### src/rtl/pe_dbuf_if.sv
// Link bundle between a pe_dbuf cell and its neighbours: activation/sum inputs,
// weight shift chain, overflow control, and the registered outputs.
interface pe_dbuf_if #(
  parameter int DATA_W = 8,
  parameter int ACC_W  = 20
);
  logic [DATA_W-1:0] data_i;
  logic              data_valid_i;
  logic [ACC_W-1:0]  sum_i;
  logic [DATA_W-1:0] weight_i;
  logic              weight_load_i;
  logic              weight_swap_i;
  logic              clr_ovf_i;

  logic [DATA_W-1:0] data_o;
  logic              data_valid_o;
  logic [ACC_W-1:0]  sum_o;
  logic [DATA_W-1:0] weight_o;
  logic              weight_load_o;
  logic              weight_swap_o;
  logic              ovf_o;

  modport slave (
    input  data_i, data_valid_i, sum_i, weight_i, weight_load_i, weight_swap_i, clr_ovf_i,
    output data_o, data_valid_o, sum_o, weight_o, weight_load_o, weight_swap_o, ovf_o
  );

  modport master (
    output data_i, data_valid_i, sum_i, weight_i, weight_load_i, weight_swap_i, clr_ovf_i,
    input  data_o, data_valid_o, sum_o, weight_o, weight_load_o, weight_swap_o, ovf_o
  );
endinterface

### src/rtl/pe_dbuf.sv
// Systolic-array processing element: one MAC per cycle with a double-buffered
// (shadow/active) weight, optional saturation and a sticky overflow flag.
module pe_dbuf #(
  parameter int DATA_W = 8,
  parameter int ACC_W  = 20,
  parameter int SIGNED = 1,
  parameter int SAT    = 1
) (
  input logic        clk,
  input logic        rst_n,
  pe_dbuf_if.slave   bus
);

  localparam int PW = 2 * DATA_W;
  localparam int XW = ACC_W + 1;

  generate
    if (ACC_W < 2 * DATA_W) begin : g_bad_acc_w
      $error("pe_dbuf: ACC_W must be at least 2*DATA_W");
    end
  endgenerate

  logic [DATA_W-1:0] shadow_w;
  logic [DATA_W-1:0] active_w;
  logic [DATA_W-1:0] data_q;
  logic              data_valid_q;
  logic [ACC_W-1:0]  sum_q;
  logic [DATA_W-1:0] weight_q;
  logic              weight_load_q;
  logic              weight_swap_q;
  logic              ovf_q;

  logic [PW-1:0]     prod;
  logic [XW-1:0]     prod_x;
  logic [XW-1:0]     sum_x;
  logic [XW-1:0]     exact;
  logic [ACC_W-1:0]  sat_val;
  logic              ovf_raw;
  logic [ACC_W-1:0]  mac_res;

  // One extra bit of headroom is enough to hold any product plus any partial sum exactly.
  always_comb begin
    prod    = '0;
    prod_x  = '0;
    sum_x   = '0;
    exact   = '0;
    sat_val = '0;
    ovf_raw = 1'b0;
    mac_res = '0;
    if (SIGNED != 0) begin
      prod   = $signed({{DATA_W{active_w[DATA_W-1]}}, active_w})
             * $signed({{DATA_W{bus.data_i[DATA_W-1]}}, bus.data_i});
      prod_x = {{(XW-PW){prod[PW-1]}}, prod};
      sum_x  = {bus.sum_i[ACC_W-1], bus.sum_i};
    end else begin
      prod   = {{DATA_W{1'b0}}, active_w} * {{DATA_W{1'b0}}, bus.data_i};
      prod_x = {{(XW-PW){1'b0}}, prod};
      sum_x  = {1'b0, bus.sum_i};
    end
    exact = prod_x + sum_x;
    if (SIGNED != 0) begin
      ovf_raw = exact[XW-1] ^ exact[XW-2];
      sat_val = exact[XW-1] ? {1'b1, {(ACC_W-1){1'b0}}} : {1'b0, {(ACC_W-1){1'b1}}};
    end else begin
      ovf_raw = exact[XW-1];
      sat_val = '1;
    end
    mac_res = ((SAT != 0) && ovf_raw) ? sat_val : exact[ACC_W-1:0];
  end

  // Swap reads the shadow before this cycle's load lands, so both can share one edge.
  always_ff @(posedge clk or negedge rst_n) begin
    if (!rst_n) begin
      shadow_w      <= '0;
      active_w      <= '0;
      weight_q      <= '0;
      weight_load_q <= 1'b0;
      weight_swap_q <= 1'b0;
    end else begin
      weight_q      <= bus.weight_i;
      weight_load_q <= bus.weight_load_i;
      weight_swap_q <= bus.weight_swap_i;
      if (bus.weight_load_i) shadow_w <= bus.weight_i;
      if (bus.weight_swap_i) active_w <= shadow_w;
    end
  end

  always_ff @(posedge clk or negedge rst_n) begin
    if (!rst_n) begin
      data_q       <= '0;
      data_valid_q <= 1'b0;
      sum_q        <= '0;
      ovf_q        <= 1'b0;
    end else begin
      data_valid_q <= bus.data_valid_i;
      if (bus.data_valid_i) begin
        data_q <= bus.data_i;
        sum_q  <= mac_res;
      end
      if (bus.data_valid_i && ovf_raw) begin
        ovf_q <= 1'b1;
      end else if (bus.clr_ovf_i) begin
        ovf_q <= 1'b0;
      end
    end
  end

  assign bus.data_o        = data_q;
  assign bus.data_valid_o  = data_valid_q;
  assign bus.sum_o         = sum_q;
  assign bus.weight_o      = weight_q;
  assign bus.weight_load_o = weight_load_q;
  assign bus.weight_swap_o = weight_swap_q;
  assign bus.ovf_o         = ovf_q;

endmodule

### src/flat_wrapper.sv
// flat-port wrapper written by rule: the top's interface ports become plain ports
module pe_dbuf_flat 
#(
  parameter int DATA_W = 8,
  parameter int ACC_W  = 20,
  parameter int SIGNED = 1,
  parameter int SAT    = 1
)
  (clk, rst_n, bus_data_i, bus_data_valid_i, bus_sum_i, bus_weight_i, bus_weight_load_i, bus_weight_swap_i, bus_clr_ovf_i, bus_data_o, bus_data_valid_o, bus_sum_o, bus_weight_o, bus_weight_load_o, bus_weight_swap_o, bus_ovf_o);
  pe_dbuf_if #(.DATA_W(DATA_W), .ACC_W(ACC_W)) bus_i ();
  input logic clk;
  input logic rst_n;
  input wire logic [$bits(bus_i.data_i)-1:0] bus_data_i;
  input wire logic [$bits(bus_i.data_valid_i)-1:0] bus_data_valid_i;
  input wire logic [$bits(bus_i.sum_i)-1:0] bus_sum_i;
  input wire logic [$bits(bus_i.weight_i)-1:0] bus_weight_i;
  input wire logic [$bits(bus_i.weight_load_i)-1:0] bus_weight_load_i;
  input wire logic [$bits(bus_i.weight_swap_i)-1:0] bus_weight_swap_i;
  input wire logic [$bits(bus_i.clr_ovf_i)-1:0] bus_clr_ovf_i;
  output wire logic [$bits(bus_i.data_o)-1:0] bus_data_o;
  output wire logic [$bits(bus_i.data_valid_o)-1:0] bus_data_valid_o;
  output wire logic [$bits(bus_i.sum_o)-1:0] bus_sum_o;
  output wire logic [$bits(bus_i.weight_o)-1:0] bus_weight_o;
  output wire logic [$bits(bus_i.weight_load_o)-1:0] bus_weight_load_o;
  output wire logic [$bits(bus_i.weight_swap_o)-1:0] bus_weight_swap_o;
  output wire logic [$bits(bus_i.ovf_o)-1:0] bus_ovf_o;
  assign bus_i.data_i = bus_data_i;
  assign bus_i.data_valid_i = bus_data_valid_i;
  assign bus_i.sum_i = bus_sum_i;
  assign bus_i.weight_i = bus_weight_i;
  assign bus_i.weight_load_i = bus_weight_load_i;
  assign bus_i.weight_swap_i = bus_weight_swap_i;
  assign bus_i.clr_ovf_i = bus_clr_ovf_i;
  assign bus_data_o = bus_i.data_o;
  assign bus_data_valid_o = bus_i.data_valid_o;
  assign bus_sum_o = bus_i.sum_o;
  assign bus_weight_o = bus_i.weight_o;
  assign bus_weight_load_o = bus_i.weight_load_o;
  assign bus_weight_swap_o = bus_i.weight_swap_o;
  assign bus_ovf_o = bus_i.ovf_o;
  pe_dbuf #(.DATA_W(DATA_W), .ACC_W(ACC_W), .SIGNED(SIGNED), .SAT(SAT)) u_core (.clk(clk), .rst_n(rst_n), .bus(bus_i));
endmodule
### config.mk
export PLATFORM = sky130hd
export DESIGN_NAME = pe_dbuf_flat
export DESIGN_NICKNAME = d
export VERILOG_FILES = /design/src/rtl/pe_dbuf_if.sv /design/src/rtl/pe_dbuf.sv /design/src/flat_wrapper.sv
export SDC_FILE = /design/constraint.sdc
export NUM_CORES = 1
export LEC_CHECK = 0
export BUFFER_PORTS_ARGS = -buffer_cell sky130_fd_sc_hd__buf_4
export CAP_MARGIN = 20
export CORE_MARGIN = 4
export CORE_UTILIZATION = 59
export CTS_CLUSTER_SIZE = 25
export DETAILED_ROUTE_END_ITERATION = 16
export PLACE_DENSITY = 0.82
export SLEW_MARGIN = 25
export SYNTH_ARGS = -nofsm -noshare
export SYNTH_HDL_FRONTEND = slang
export SYNTH_SLANG_ARGS = --single-unit
export TNS_END_PERCENT = 30
### constraint.sdc
create_clock -name clk -period 7.4 [get_ports clk]
set_input_delay 0.74 -clock clk [delete_from_list [all_inputs] [get_ports clk]]
set_output_delay 0.74 -clock clk [all_outputs]
set_load 0.005 [all_outputs]
After elaboration in Yosys (flattened, before gate mapping). Cells that the tools add are included. W data, S select, Z words.

Register bits after elaboration: 56. Bits in latches: 0. Memory bits (writable): 0. Memory bits (read-only): 0. Input port bits: 42. Output and inout port bits: 40. Word-level logic and storage cells: 18. Memories kept: 0.

$add $sub $neg: 1. Multiply operators: 1. Div/mod/pow operators: 0. $lt $le $gt $ge: 0. Eq/ne operators: 0. Shifts and indexed selects: 0. Mux-type cells: 4. Bitwise operators: 1. Reductions and logical operators: 2.

Operators with widths (count): $mux W20 (2); $add A16 B20 Y21 (1); $mul A8 B8 Y16 (1); $mux W1 (2); $reduce_bool A2 Y1 (1); $logic_and A1 B1 Y1 (1); $xor A1 B1 Y1 (1).

Longest topological paths before layout.
Depth after elaboration: 5. Mapped depth: 20. Gate-level depth less buffers: 18.

Least setup slack after synthesis. No wires, ideal clock.

Path kind: input-to-reg. Start: input port bus_data_i[0]. End: register u_core.sum_q[14], in the netlist u_core.bus.sum_o[14]. Library setup time: 0.126 ns. Arrival: 6.067 ns. Data required time: 7.274 ns. Path slack: 1.207 ns. Stages on the path: 17. Buffers on the path: 1. Cell sequence: clkbuf_1 -> and2_1 -> inv_1 -> fa_1 -> inv_1 -> fa_1 -> fa_1 -> fa_1 -> fa_1 -> ha_1 -> o21ai_0 -> nor4b_2 -> a211oi_2 -> o21ai_2 -> xnor2_2 -> o2111a_1 -> a311o_1.

Word-level cells in the longest chain between the ends: 4. Elaborated cells on any way between the ends: 5. Those cells by class: add/sub: 1; mul: 1; mux: 2; bitwise: 1.

RTL lines: start: declaration (RTL line flat_wrapper.sv:13) `input wire logic [$bits(bus_i.data_i)-1:0] bus_data_i;`; $mul A8 B8 Y16 (*) (RTL line pe_dbuf.sv:52) `* $signed({{DATA_W{bus.data_i[DATA_W-1]}}, bus.data_i});`; $add A16 B20 Y21 (*) (RTL line pe_dbuf.sv:60) `exact = prod_x + sum_x;`; $mux W20 / $xor A1 B1 Y1 (equally long branches) (RTL line pe_dbuf.sv:63, pe_dbuf.sv:62); $mux W20 (*) (RTL line pe_dbuf.sv:68) `mac_res = ((SAT != 0) && ovf_raw) ? sat_val : exact[ACC_W-1:0];`; end signal: assignment (RTL line pe_dbuf.sv:98) `sum_q <= mac_res;`; end: declaration (RTL line pe_dbuf.sv:27) `logic [ACC_W-1:0] sum_q;`.

Mark *: on every way between the ends. The rest lies on a longest branch, timed or not. A chain may end at the register's enable or synchronous reset.

Worst setup path in the final report.
Start: register u_core.active_w[7]. End: register u_core.sum_q[6], in the netlist u_core.bus.sum_o[6].

Word-level cells in the longest chain between the ends: 4. Elaborated cells on any way between the ends: 5. Those cells by class: add/sub: 1; mul: 1; mux: 2; bitwise: 1.

RTL lines: start: declaration (RTL line pe_dbuf.sv:24) `logic [DATA_W-1:0] active_w;`; start signal: assignment (RTL line pe_dbuf.sv:84) `if (bus.weight_swap_i) active_w <= shadow_w;`; $mul A8 B8 Y16 (*) (RTL line pe_dbuf.sv:52); $add A16 B20 Y21 (*) (RTL line pe_dbuf.sv:60); $mux W20 / $xor A1 B1 Y1 (equally long branches) (RTL line pe_dbuf.sv:63, pe_dbuf.sv:62); $mux W20 (*) (RTL line pe_dbuf.sv:68).

Marked as above.

==> summary by stage <==
Synth
Each instance of the synthesized netlist takes up on average 10.73 um^2. The post-synthesis net count is 730. Ranked by total cell area, the synthesized netlist is headed by sky130_fd_sc_hd__fa_1 31%, sky130_fd_sc_hd__dfrtp_1 24%, sky130_fd_sc_hd__ha_1 10%.

After synthesis, the share of flip-flops with an asynchronous set or reset is 100.0%. Yosys mapped a number of flops with a built-in enable equal to 0. The synthesized instance count is 548. In the synthesized netlist the dominant register cell turns out to be sky130_fd_sc_hd__dfrtp_1. The register bit total from synthesis is 56. The post-synth design cell area is 5881 um^2. Of all cell types, the one taking the most synthesized area is sky130_fd_sc_hd__fa_1. The unique cell type count in the Yosys netlist is 51. Of the post-synthesis cell area, the dominant cell type holds 31.32%. The count of synthesis-stage warnings from yosys is 0.

Sequential elements use 23.83% of the synthesized area.

STA
On the final layout, the worst clock skew is 18.86 ps. The max-slew violation count is 0. Measured against its own limit, the worst slew margin works out to 36.96%.

The fraction of the cycle the final worst path needs is 83.54%. Setup violations remaining at the end of the flow were counted as 0. The final number of hold-violating endpoints is 0. Setup total negative slack on the finished layout was measured at 0 ps.

Setup repair after global routing left no endpoint under its margin. The tightest hold margin is 435.8 ps. For this run, the top clock speed supported by timing is 161.8 MHz.

The routed design could run at a clock period as short as 6182 ps. For the pin with the worst max-slew slack, the measured transition is 945.7 ps.

Global route
The overall fraction of global-route tracks in use is 22.86%. Global routing consumed, on the met1 layer, 31.18% of the routing resources. For this run, global-route usage on met3 was measured as 3.959%. The via count of the first global-routing pass came to 4500.

Entering global routing, the biggest net connects 57 pins. The leftover overflow at the end of global routing is 0. The peak-usage layer in the global routing report is met2. In the global route stage, met2 resource usage came out at 38.50%.

The first global-routing pass estimated 21050 um of wire. The initial antenna violation count is 0.

Setup path
The startpoint of the worst register-to-register path is u_core.active_w[7]$_DFFE_PN0P_. The startpoint-to-endpoint class of the critical path is register to register. The reg-to-reg endpoint is u_core.bus.sum_o[6]$_DFFE_PN0P_.

The worst-case register-to-register setup slack is 1220 ps. The number of cells on the worst reg-to-reg path is 16. Along the worst path, the maximum fanout reaches 22.

The endpoint class of the critical path is a register. STA classifies the critical path startpoint as a register. The required time of the critical path is 7640 ps. Data arrives at the worst endpoint at 6420 ps.

Floorplanning
The initial core utilization is 60.44%. During I/O placement, the number of pins put on the boundary was 82. The die is 107.8 um wide. Measured along the y axis, the die boundary spans 107.8 um. The core region is 9729 um^2. Row generation in the floorplan step produced 36 rows. The area of the die is 11630 um^2.

Route
The post-detailed-route DRC marker count is 0. The wire length after detailed routing is 11980 um. Using the TritonRoute via totals, the vias-per-cell ratio works out to 5.417. The detail route stage leaves a number of antenna-violating nets equal to 0. The routed layout has 4095 vias. The count of routing violations after the opening detailed-route iteration is 130. The average wire per cell in the routed design is 15.85 um. Before antenna repair, the detailed router went through 4 iterations.

Flow run
Across the run, the number of max-cap violations was 0.

Layout
Cells with a size suffix above 1 make up 20.55% of the layout. The area of all sequential standard cells is 1401 um^2. The area overhead of the layout relative to synthesis is 13.77%. The number of inserted diodes is 0. The footprint of the multi-input gates is 3978 um^2. The layout has 737 filler cells. The net count of the finished layout is 804.

Clock tree
After clock tree synthesis, the repair step resized 0 gates. The clock passes through at most 2 buffers. The CTS tree is yes. Buffers inserted to repair hold after CTS numbered 0. The maximum level of the CTS H-tree is 2. The clock latency on the worst-skew pair is 330 ps. The total clock sinks is 56. The number of setup buffers added after CTS is 0. TritonCTS created 5 clock buffers. Clock-pin slew was measured on the worst setup and hold paths at 120 ps. The root buffer cell chosen for the clock tree is sky130_fd_sc_hd__clkbuf_8.

Status
The flow ran to the end, and the final reports show no timing, DRC or antenna violations.

Worst hold path
The tightest min-delay check is of the primary input to async pin type.

Place
The estimated wirelength of the detail-placed design is 9980 um. The weighted congestion at the end of routability-driven global placement is 0.8612. The count of port buffers added during placement is 81.
-- worst max-delay path by stage --
| stage | start | end | slack [ps] | cells after the start |
|---|---|---|---|---|
| 3_5_place_dp | bus_data_i[1] | u_core.bus.sum_o[6]$_DFFE_PN0P_ | 940 | 17 |
| 3_3_place_gp | bus_data_i[1] | u_core.bus.sum_o[16]$_DFFE_PN0P_ | 1150 | 17 |
| 6_report | u_core.active_w[7]$_DFFE_PN0P_ | u_core.bus.sum_o[6]$_DFFE_PN0P_ | 1220 | 16 |
| 2_1_floorplan | bus_data_i[0] | u_core.bus.sum_o[14]$_DFFE_PN0P_ | 1210 | 17 |
| 4_1_cts | u_core.active_w[7]$_DFFE_PN0P_ | u_core.bus.sum_o[6]$_DFFE_PN0P_ | 1220 | 16 |
| 5_1_grt | u_core.active_w[7]$_DFFE_PN0P_ | u_core.bus.sum_o[18]$_DFFE_PN0P_ | 870 | 16 |
-- cells in the mapped netlist (all sizes together) (5+ instances only) --
master and number:
a211oi 6, a21oi 33, and2 32, buf 6
clkbuf 10, dfrtp 56, fa 92, ha 48
inv 113, mux2 25, nand2 35, nor2 6
nor2b 7, o21ai 14, o22ai 19, xnor2 12
xor2 5
-- cell type report --
| class | count | area share [%] |
|---|---|---|
| inverters | 113 | 6.340 |
| well taps | 133 | 2.487 |
| flip-flops and latches | 56 | 20.95 |
| multi-input cells | 363 | 59.45 |
| clock inverters | 3 | 0.4301 |
| clock buffers | 5 | 1.029 |
| repair buffers | 83 | 9.314 |
-- placed cells by master, fill, tap and decap left out, types with 2 or more instances in the layout --
cell type / count
sky130_fd_sc_hd__o22ai_1: 19
sky130_fd_sc_hd__xnor2_1: 11
sky130_fd_sc_hd__nor2_1: 6
sky130_fd_sc_hd__mux2_2: 25
sky130_fd_sc_hd__nand2b_1: 2
sky130_fd_sc_hd__fa_1: 92
sky130_fd_sc_hd__dfrtp_1: 56
sky130_fd_sc_hd__clkbuf_8: 5
sky130_fd_sc_hd__a21boi_0: 2
sky130_fd_sc_hd__nor2b_1: 7
sky130_fd_sc_hd__o21ai_0: 10
sky130_fd_sc_hd__a211oi_2: 2
sky130_fd_sc_hd__a21o_1: 2
sky130_fd_sc_hd__o21a_1: 2
sky130_fd_sc_hd__a311o_1: 2
sky130_fd_sc_hd__ha_1: 48
sky130_fd_sc_hd__nand2_1: 35
sky130_fd_sc_hd__inv_1: 113
sky130_fd_sc_hd__o21ai_2: 2
sky130_fd_sc_hd__and2_1: 32
sky130_fd_sc_hd__inv_6: 2
sky130_fd_sc_hd__a211oi_1: 4
sky130_fd_sc_hd__buf_4: 83
sky130_fd_sc_hd__a21oi_1: 31
sky130_fd_sc_hd__xor2_1: 5
-- routing by layer --
metal	vias to the layer above	part of all wire, %
met4	0	1.6
met5	-	0
met3	26	5.7
met2	126	50
li1	1895	-
met1	2048	43
-- critical path, cell delays in order, from the launching register on --
cell                       delay [ps]
sky130_fd_sc_hd__dfrtp_1          560
sky130_fd_sc_hd__and2_1           690
sky130_fd_sc_hd__fa_1             530
sky130_fd_sc_hd__inv_1             80
sky130_fd_sc_hd__fa_1             440
sky130_fd_sc_hd__fa_1             550
sky130_fd_sc_hd__inv_1             50
sky130_fd_sc_hd__fa_1             440
sky130_fd_sc_hd__ha_1             290
sky130_fd_sc_hd__ha_1             430
sky130_fd_sc_hd__and4_4           280
sky130_fd_sc_hd__o211ai_2         110
sky130_fd_sc_hd__a21oi_4          210
sky130_fd_sc_hd__a21oi_2          100
sky130_fd_sc_hd__a311oi_4         830
sky130_fd_sc_hd__o21ai_4          270
sky130_fd_sc_hd__o22ai_1          210
-- through the flow --
stage	utilization, %	setup slack (ps)	instance area [um^2]	cells
after floorplan	-	1207	5881	548
after global placement	67.76	1152	6593	748
after detailed placement	67.76	942.5	6593	748
after CTS	68.76	1218	6690	756
after global routing	68.76	872.0	6690	756
final	68.76	1218	6690	756
-- registers in the layout, indices dropped and copies added, names as in the netlist --
| signal | count |
|---|---|
| u_core.bus.sum_o | 20 |
| u_core.active_w | 8 |
| u_core.bus.data_o | 8 |
| u_core.bus.weight_o | 8 |
| u_core.shadow_w | 8 |
| u_core.bus.data_valid_o | 1 |
| u_core.bus.ovf_o | 1 |
| u_core.bus.weight_load_o | 1 |
| u_core.bus.weight_swap_o | 1 |
-- kinds of logic after synthesis --
family | count (synthesis) | share of synthesized area, %
simple gates | 90 | 8.042
mux | 26 | 4.957
buf+inv | 129 | 8.532
compound gates | 90 | 10.45
fa+ha+maj | 140 | 41.53
xor+xnor | 17 | 2.660
flops | 56 | 23.83
Power is not shown: default switching activity piles up to over one toggle a cycle in this logic, so the estimate is an artifact.
